<file path="src/rtl/muldiv_pkg.sv">
// Shared definitions for the iterative multiply/divide unit and the control decoder.
package muldiv_pkg;

  localparam logic [3:0] ALU_CTRL_MUL = 4'b0100;
  localparam logic [3:0] ALU_CTRL_DIV = 4'b0101;

  localparam int MULDIV_WIDTH = 32;

  typedef enum logic [1:0] {
    ST_IDLE = 2'd0,
    ST_CALC = 2'd1,
    ST_FIX  = 2'd2,
    ST_DONE = 2'd3
  } state_e;

  // Iteration counter width; one bit minimum so a degenerate WIDTH still elaborates.
  function automatic int cnt_width(input int width);
    return (width > 1) ? $clog2(width) : 1;
  endfunction

endpackage

</file>
<file path="src/rtl/muldiv_negate.sv">
// Conditional two's-complement: out = neg ? -in : in.
module muldiv_negate #(
  parameter int WIDTH = 32
) (
  input  logic [WIDTH-1:0] in_i,
  input  logic             neg_i,
  output logic [WIDTH-1:0] out_o
);

  assign out_o = neg_i ? (~in_i + WIDTH'(1)) : in_i;

endmodule

</file>
<file path="src/rtl/muldiv_unit.sv">
// Iterative signed multiply (shift-add) / divide (restoring) unit producing a HI/LO pair.
module muldiv_unit
  import muldiv_pkg::*;
#(
  parameter int WIDTH = MULDIV_WIDTH
) (
  input  logic             clk,
  input  logic             rst_n,
  input  logic             start,
  input  logic [3:0]       alu_ctrl,
  input  logic [WIDTH-1:0] op_a,
  input  logic [WIDTH-1:0] op_b,
  output logic             busy,
  output logic             done,
  output logic [WIDTH-1:0] result_lo,
  output logic [WIDTH-1:0] result_hi,
  output logic             div_by_zero
);

  localparam int CW = cnt_width(WIDTH);

  state_e             state_q, state_d;
  logic [CW-1:0]      cnt_q, cnt_d;
  logic [2*WIDTH-1:0] acc_q, acc_d;
  logic [WIDTH-1:0]   opnd_q, opnd_d;
  logic               div_q, div_d;
  logic               sign_a_q, sign_a_d;
  logic               sign_b_q, sign_b_d;
  logic [WIDTH-1:0]   lo_q, lo_d;
  logic [WIDTH-1:0]   hi_q, hi_d;
  logic               dbz_q, dbz_d;

  logic               is_mul, is_div, accept;
  logic [WIDTH-1:0]   abs_a, abs_b;
  logic [WIDTH:0]     add_sum;
  logic [WIDTH+1:0]   sub_diff;
  logic [2*WIDTH-1:0] acc_step;
  logic [2*WIDTH-1:0] prod_fix;
  logic [WIDTH-1:0]   quo_fix, rem_fix;

  assign is_mul = (alu_ctrl == ALU_CTRL_MUL);
  assign is_div = (alu_ctrl == ALU_CTRL_DIV);
  assign accept = (state_q == ST_IDLE) && start && (is_mul || is_div);

  muldiv_negate #(.WIDTH(WIDTH)) u_abs_a (.in_i(op_a), .neg_i(op_a[WIDTH-1]), .out_o(abs_a));
  muldiv_negate #(.WIDTH(WIDTH)) u_abs_b (.in_i(op_b), .neg_i(op_b[WIDTH-1]), .out_o(abs_b));

  muldiv_negate #(.WIDTH(2*WIDTH)) u_fix_prod (
    .in_i(acc_q), .neg_i(sign_a_q ^ sign_b_q), .out_o(prod_fix)
  );
  muldiv_negate #(.WIDTH(WIDTH)) u_fix_quo (
    .in_i(acc_q[WIDTH-1:0]), .neg_i(sign_a_q ^ sign_b_q), .out_o(quo_fix)
  );
  muldiv_negate #(.WIDTH(WIDTH)) u_fix_rem (
    .in_i(acc_q[2*WIDTH-1:WIDTH]), .neg_i(sign_a_q), .out_o(rem_fix)
  );

  // One iteration. MUL: acc = {partial_hi, multiplier}; DIV: acc = {remainder, dividend/quotient}.
  always_comb begin
    add_sum  = {1'b0, acc_q[2*WIDTH-1:WIDTH]} + (acc_q[0] ? {1'b0, opnd_q} : '0);
    sub_diff = {1'b0, acc_q[2*WIDTH-1:WIDTH], acc_q[WIDTH-1]} - {2'b00, opnd_q};
    if (div_q) begin
      if (!sub_diff[WIDTH+1]) acc_step = {sub_diff[WIDTH-1:0], acc_q[WIDTH-2:0], 1'b1};
      else                    acc_step = {acc_q[2*WIDTH-2:0], 1'b0};
    end else begin
      acc_step = {add_sum, acc_q[WIDTH-1:1]};
    end
  end

  // NOTE: every variable gets its hold value first so no path leaves it unassigned (no latches).
  always_comb begin
    state_d  = state_q;
    cnt_d    = cnt_q;
    acc_d    = acc_q;
    opnd_d   = opnd_q;
    div_d    = div_q;
    sign_a_d = sign_a_q;
    sign_b_d = sign_b_q;
    lo_d     = lo_q;
    hi_d     = hi_q;
    dbz_d    = dbz_q;
    case (state_q)
      ST_IDLE: begin
        if (accept) begin
          div_d    = is_div;
          sign_a_d = op_a[WIDTH-1];
          sign_b_d = op_b[WIDTH-1];
          opnd_d   = is_div ? abs_b : abs_a;
          acc_d    = {{WIDTH{1'b0}}, (is_div ? abs_a : abs_b)};
          cnt_d    = CW'(WIDTH - 1);
          dbz_d    = 1'b0;
          if (is_div && (op_b == '0)) begin
            lo_d    = '1;
            hi_d    = op_a;
            dbz_d   = 1'b1;
            state_d = ST_DONE;
          end else begin
            state_d = ST_CALC;
          end
        end
      end
      ST_CALC: begin
        acc_d = acc_step;
        if (cnt_q == '0) state_d = ST_FIX;
        else             cnt_d   = cnt_q - 1'b1;
      end
      ST_FIX: begin
        if (div_q) begin
          lo_d = quo_fix;
          hi_d = rem_fix;
        end else begin
          lo_d = prod_fix[WIDTH-1:0];
          hi_d = prod_fix[2*WIDTH-1:WIDTH];
        end
        state_d = ST_DONE;
      end
      ST_DONE: state_d = ST_IDLE;
      default: state_d = ST_IDLE;
    endcase
  end

  // NOTE: sequential state uses non-blocking assignments so all registers update from pre-edge values.
  always_ff @(posedge clk or negedge rst_n) begin
    if (!rst_n) begin
      state_q  <= ST_IDLE;
      cnt_q    <= '0;
      acc_q    <= '0;
      opnd_q   <= '0;
      div_q    <= 1'b0;
      sign_a_q <= 1'b0;
      sign_b_q <= 1'b0;
      lo_q     <= '0;
      hi_q     <= '0;
      dbz_q    <= 1'b0;
    end else begin
      state_q  <= state_d;
      cnt_q    <= cnt_d;
      acc_q    <= acc_d;
      opnd_q   <= opnd_d;
      div_q    <= div_d;
      sign_a_q <= sign_a_d;
      sign_b_q <= sign_b_d;
      lo_q     <= lo_d;
      hi_q     <= hi_d;
      dbz_q    <= dbz_d;
    end
  end

  assign busy        = (state_q == ST_CALC) || (state_q == ST_FIX);
  assign done        = (state_q == ST_DONE);
  assign result_lo   = lo_q;
  assign result_hi   = hi_q;
  assign div_by_zero = dbz_q;

endmodule

</file>
<file path="config.mk">
export PLATFORM = sky130hd
export DESIGN_NAME = muldiv_unit
export DESIGN_NICKNAME = d
export VERILOG_FILES = /design/src/rtl/muldiv_pkg.sv /design/src/rtl/muldiv_negate.sv /design/src/rtl/muldiv_unit.sv
export SDC_FILE = /design/constraint.sdc
export NUM_CORES = 1
export LEC_CHECK = 0
export ABC_AREA = 1
export CORE_UTILIZATION = 30
export CTS_CLUSTER_DIAMETER = 50
export DETAILED_ROUTE_END_ITERATION = 8
export PLACE_DENSITY_LB_ADDON = 0.15
export SYNTH_ARGS = -nofsm -noshare
export SYNTH_HDL_FRONTEND = slang
export SYNTH_SLANG_ARGS = --single-unit
</file>
<file path="constraint.sdc">
create_clock -name clk -period 3 [get_ports clk]
set_input_delay 0.6 -clock clk [delete_from_list [all_inputs] [get_ports clk]]
set_output_delay 0.6 -clock clk [all_outputs]
set_load 0.02 [all_outputs]
</file>
==> results_dict.tcl <==
set metrics [dict create \
    period_needed_ns 2.79 \
    highest_layer "met5" \
    tightestPinTransition_ns 0.690 \
    crit_type "flip-flop to flip-flop" \
    syn_nets 3494 \
    grt_pass1_vias 20600 \
    worstSkewPairLatency_ns 0.51 \
    report.final.setup_viol 0 \
    async_flop_share_pct 100 \
    netlist_instances 3347 \
    status "complete, no violations" \
    dp_hpwl_mm 76.3 \
    htree_levels 4 \
    fillers 7112 \
    p_leak_uw 0.0117 \
    max_slew_margin_pct 54.0 \
    grt_pass1_wl_mm 136 \
    drtPass1Iterations 6 \
    cts-root-buf "clkbuf_16" \
    max_freq_mhz 358 \
    synth-seq-cells 171 \
    antenna_found_initial 3 \
    grt_usage_pct 28.9 \
    hold_violations 0 \
    grt_remaining_overflow 0 \
    powerDensity_nw_per_um2 1070 \
    core_sq_um 61900 \
    fp.dieH_um 253 \
    synth.avg_cell_area_sq_um 5.65 \
    crit_start "opnd_q[16]" \
    yosysWarnings 0 \
    die_w_um 253 \
    avgRoutedWirePerCell_um 21.0 \
    r2r_start "opnd_q[16]" \
    diodes 0 \
    rsz0062_at_grt "false" \
    timing.clock.skew_ns 0.0261 \
    row_count 91 \
    timing.rr.end "acc_q[42]" \
    cts.path.max_buffers 2 \
    synthTopCellsByArea "dfrtp_1 23%, nand2_1 22%, nand3_1 9.4%" \
    drive_above_1_share_pct 7.91 \
    rr_worst_depth 14 \
    drt-met1-wl_mm 44.2 \
    worst_slack_ns 0.208 \
    yosysUniqueCellTypes 47 \
    numCtsBuffers 17 \
    vias 22500 \
    clk_pin_slew_ns 0.08 \
    fin_crit_sh_pct 93.1 \
    maxCapViolCount 0 \
    die_area_sq_um 64000 \
    vdd_ir_drop_max_mv 0.648 \
    slew_violations 0 \
    hold_class "input pin to asynchronous set/reset pin" \
    yosys.area.top_type_share_pct 22.6 \
    port_buffers 137 \
    critPathMaxFanout 24 \
    num_io_pins 138 \
    cts_num_sinks 171 \
    routed_via_density 5.12 \
    synth_top_cell_by_area "dfrtp_1" \
    met3WireLength_mm 7.24 \
    area_growth_pct 20.5 \
    drcViolationCount 0 \
    final.setup.tns_ns 0 \
    finalWirelength_mm 92.4 \
    worstPathArrival_ns 3.18 \
    final_nets 3699 \
    regToRegSetupSlack_ns 0.21 \
    syn_area_sq_um 18900 \
    post_cts_resized 0 \
    dominantRegCellSynth "dfrtp_1" \
    dr_wl_met2_mm 38.2 \
    crit_required_ns 3.39 \
    post_cts_buffers 0 \
    tritoncts "built" \
    final_antenna_net_count 0 \
    synth-edff-count 0 \
    ys_seq_area_share_pct 22.6 \
    gp_congestion 1.01 \
    hold_buffers 0 \
    endpoint "acc_q[42]" \
    start_util_pct 30.5 \
    crit_path_end_kind "flip-flop" \
    startpoint_type "flip-flop" \
    pre_cts_ws_ns 0.105 \
    grt_max_degree 115 \
    drt_iter0_drc 2372 \
]
-- sequential cells by signal, summed over array words and instances, names as in the netlist --
register,count
sign_a_q,1
state_q,2
acc_q,64
result_hi,32
opnd_q,32
sign_b_q,1
result_lo,32
div_q,1
div_by_zero,1
cnt_q,5
-- synthesized netlist by cell type, drive strengths merged, types with 7 or more instances --
master and n:
nor3 29, nand3 360, or2 14, nand4 47, o211ai 27, and2 7, a31oi 24, dfrtp 171
ha 74, nand3b 22, o21ai 178, xor2 38, o21bai 9, a21oi 175, inv 488, nor2 409
buf 50, xnor2 7, nand2 1120, clkbuf 62, o22ai 11
-- routing by layer --
layer  vias up  track usage (%)
met5         -                0
met4         2             9.07
met3       109             4.33
met2       936             41.8
met1     10400             43.3
li1      11100                -
-- stage by stage --
| stage | utilization, % | hold slack, ns | cells | area (sq um) | total power (uW) |
|---|---|---|---|---|---|
| 3_3_place_gp | 35.8 | 0.467 | 4370 | 22200 | 21700 |
| 2_1_floorplan | - | 0.304 | 3347 | 18900 | 14800 |
| 5_1_grt | 36.8 | 0.125 | 4402 | 22800 | 26100 |
| 6_report | 36.8 | 0.0909 | 4402 | 22800 | 24300 |
| 4_1_cts | 36.8 | 0.122 | 4402 | 22800 | 24000 |
| 3_5_place_dp | 35.8 | 0.465 | 4370 | 22200 | 21600 |
-- cell families after synthesis --
family | after synthesis | share of synthesized area (%)
xor+xnor | 45 | 2.09
simple gates | 2015 | 44.9
fa+ha+maj | 76 | 5.11
flops | 171 | 22.6
buf+inv | 604 | 12.6
compound gates | 436 | 12.6
-- how the worst min path moves through the flow --
stage                      from  slack (ns)     endpoint  depth (start not counted)
floorplan                 rst_n        0.30     acc_q[0]                          0
global placement       cnt_q[2]        0.47     cnt_q[2]                          2
detailed placement  div_by_zero        0.47  div_by_zero                          2
CTS                       rst_n        0.12   opnd_q[11]                          1
global route              rst_n        0.12   opnd_q[11]                          1
finish                    rst_n        0.09   opnd_q[11]                          1
-- critical path, stage by stage (launching register included) --
cell and delay [ns]:
dfrtp_1 0.44, inv_1 0.14, ha_1 0.36, nand2_1 0.13, nor2_2 0.15, inv_2 0.06, nor3_2 0.22, nand2_1 0.13
nand2_2 0.12, nand2_4 0.09, nand2_8 0.09, buf_12 0.18, nand4_1 0.28, nand3b_1 0.20, nand2_1 0.07
-- layout make-up --
type	instances	area (sq um)	area share [%]
clock buffer	17	425	1.87
timing repair buffer	298	2760	12.1
multi-input combinational	2572	12200	53.7
sequential	171	4280	18.8
clock inverter	15	179	0.785
inverter	492	1850	8.11
tap	837	1050	4.60
-- placed cells by master (no fill, tap or decap), types with 7 or more instances in the layout --
| cell type | instances |
|---|---|
| o21ai_1 | 28 |
| xnor2_1 | 7 |
| nor3_1 | 26 |
| nand4_1 | 47 |
| nand2_1 | 1104 |
| nor2_2 | 10 |
| a21oi_1 | 172 |
| clkbuf_16 | 17 |
| a31oi_1 | 24 |
| o22ai_1 | 11 |
| clkdlybuf4s50_1 | 136 |
| or2_2 | 10 |
| o21bai_1 | 9 |
| inv_1 | 456 |
| nand3b_1 | 22 |
| nor2_1 | 394 |
| buf_4 | 147 |
| nand2_2 | 14 |
| o21ai_0 | 146 |
| nand3_1 | 356 |
| ha_1 | 73 |
| dfrtp_1 | 170 |
| buf_12 | 14 |
| xor2_1 | 38 |
| inv_2 | 31 |
| and2_1 | 7 |
| o211ai_1 | 27 |
-- power by group --
part           leakage, uW  internal, uW  total, uW  switching (uW)
Clock             0.000285          1120       2390            1270
Combinational      0.00948          5680      17500           11800
Sequential         0.00198          3320       4410            1080
Total               0.0117         10100      24300           14200
(Power assumes the default switching activity.)
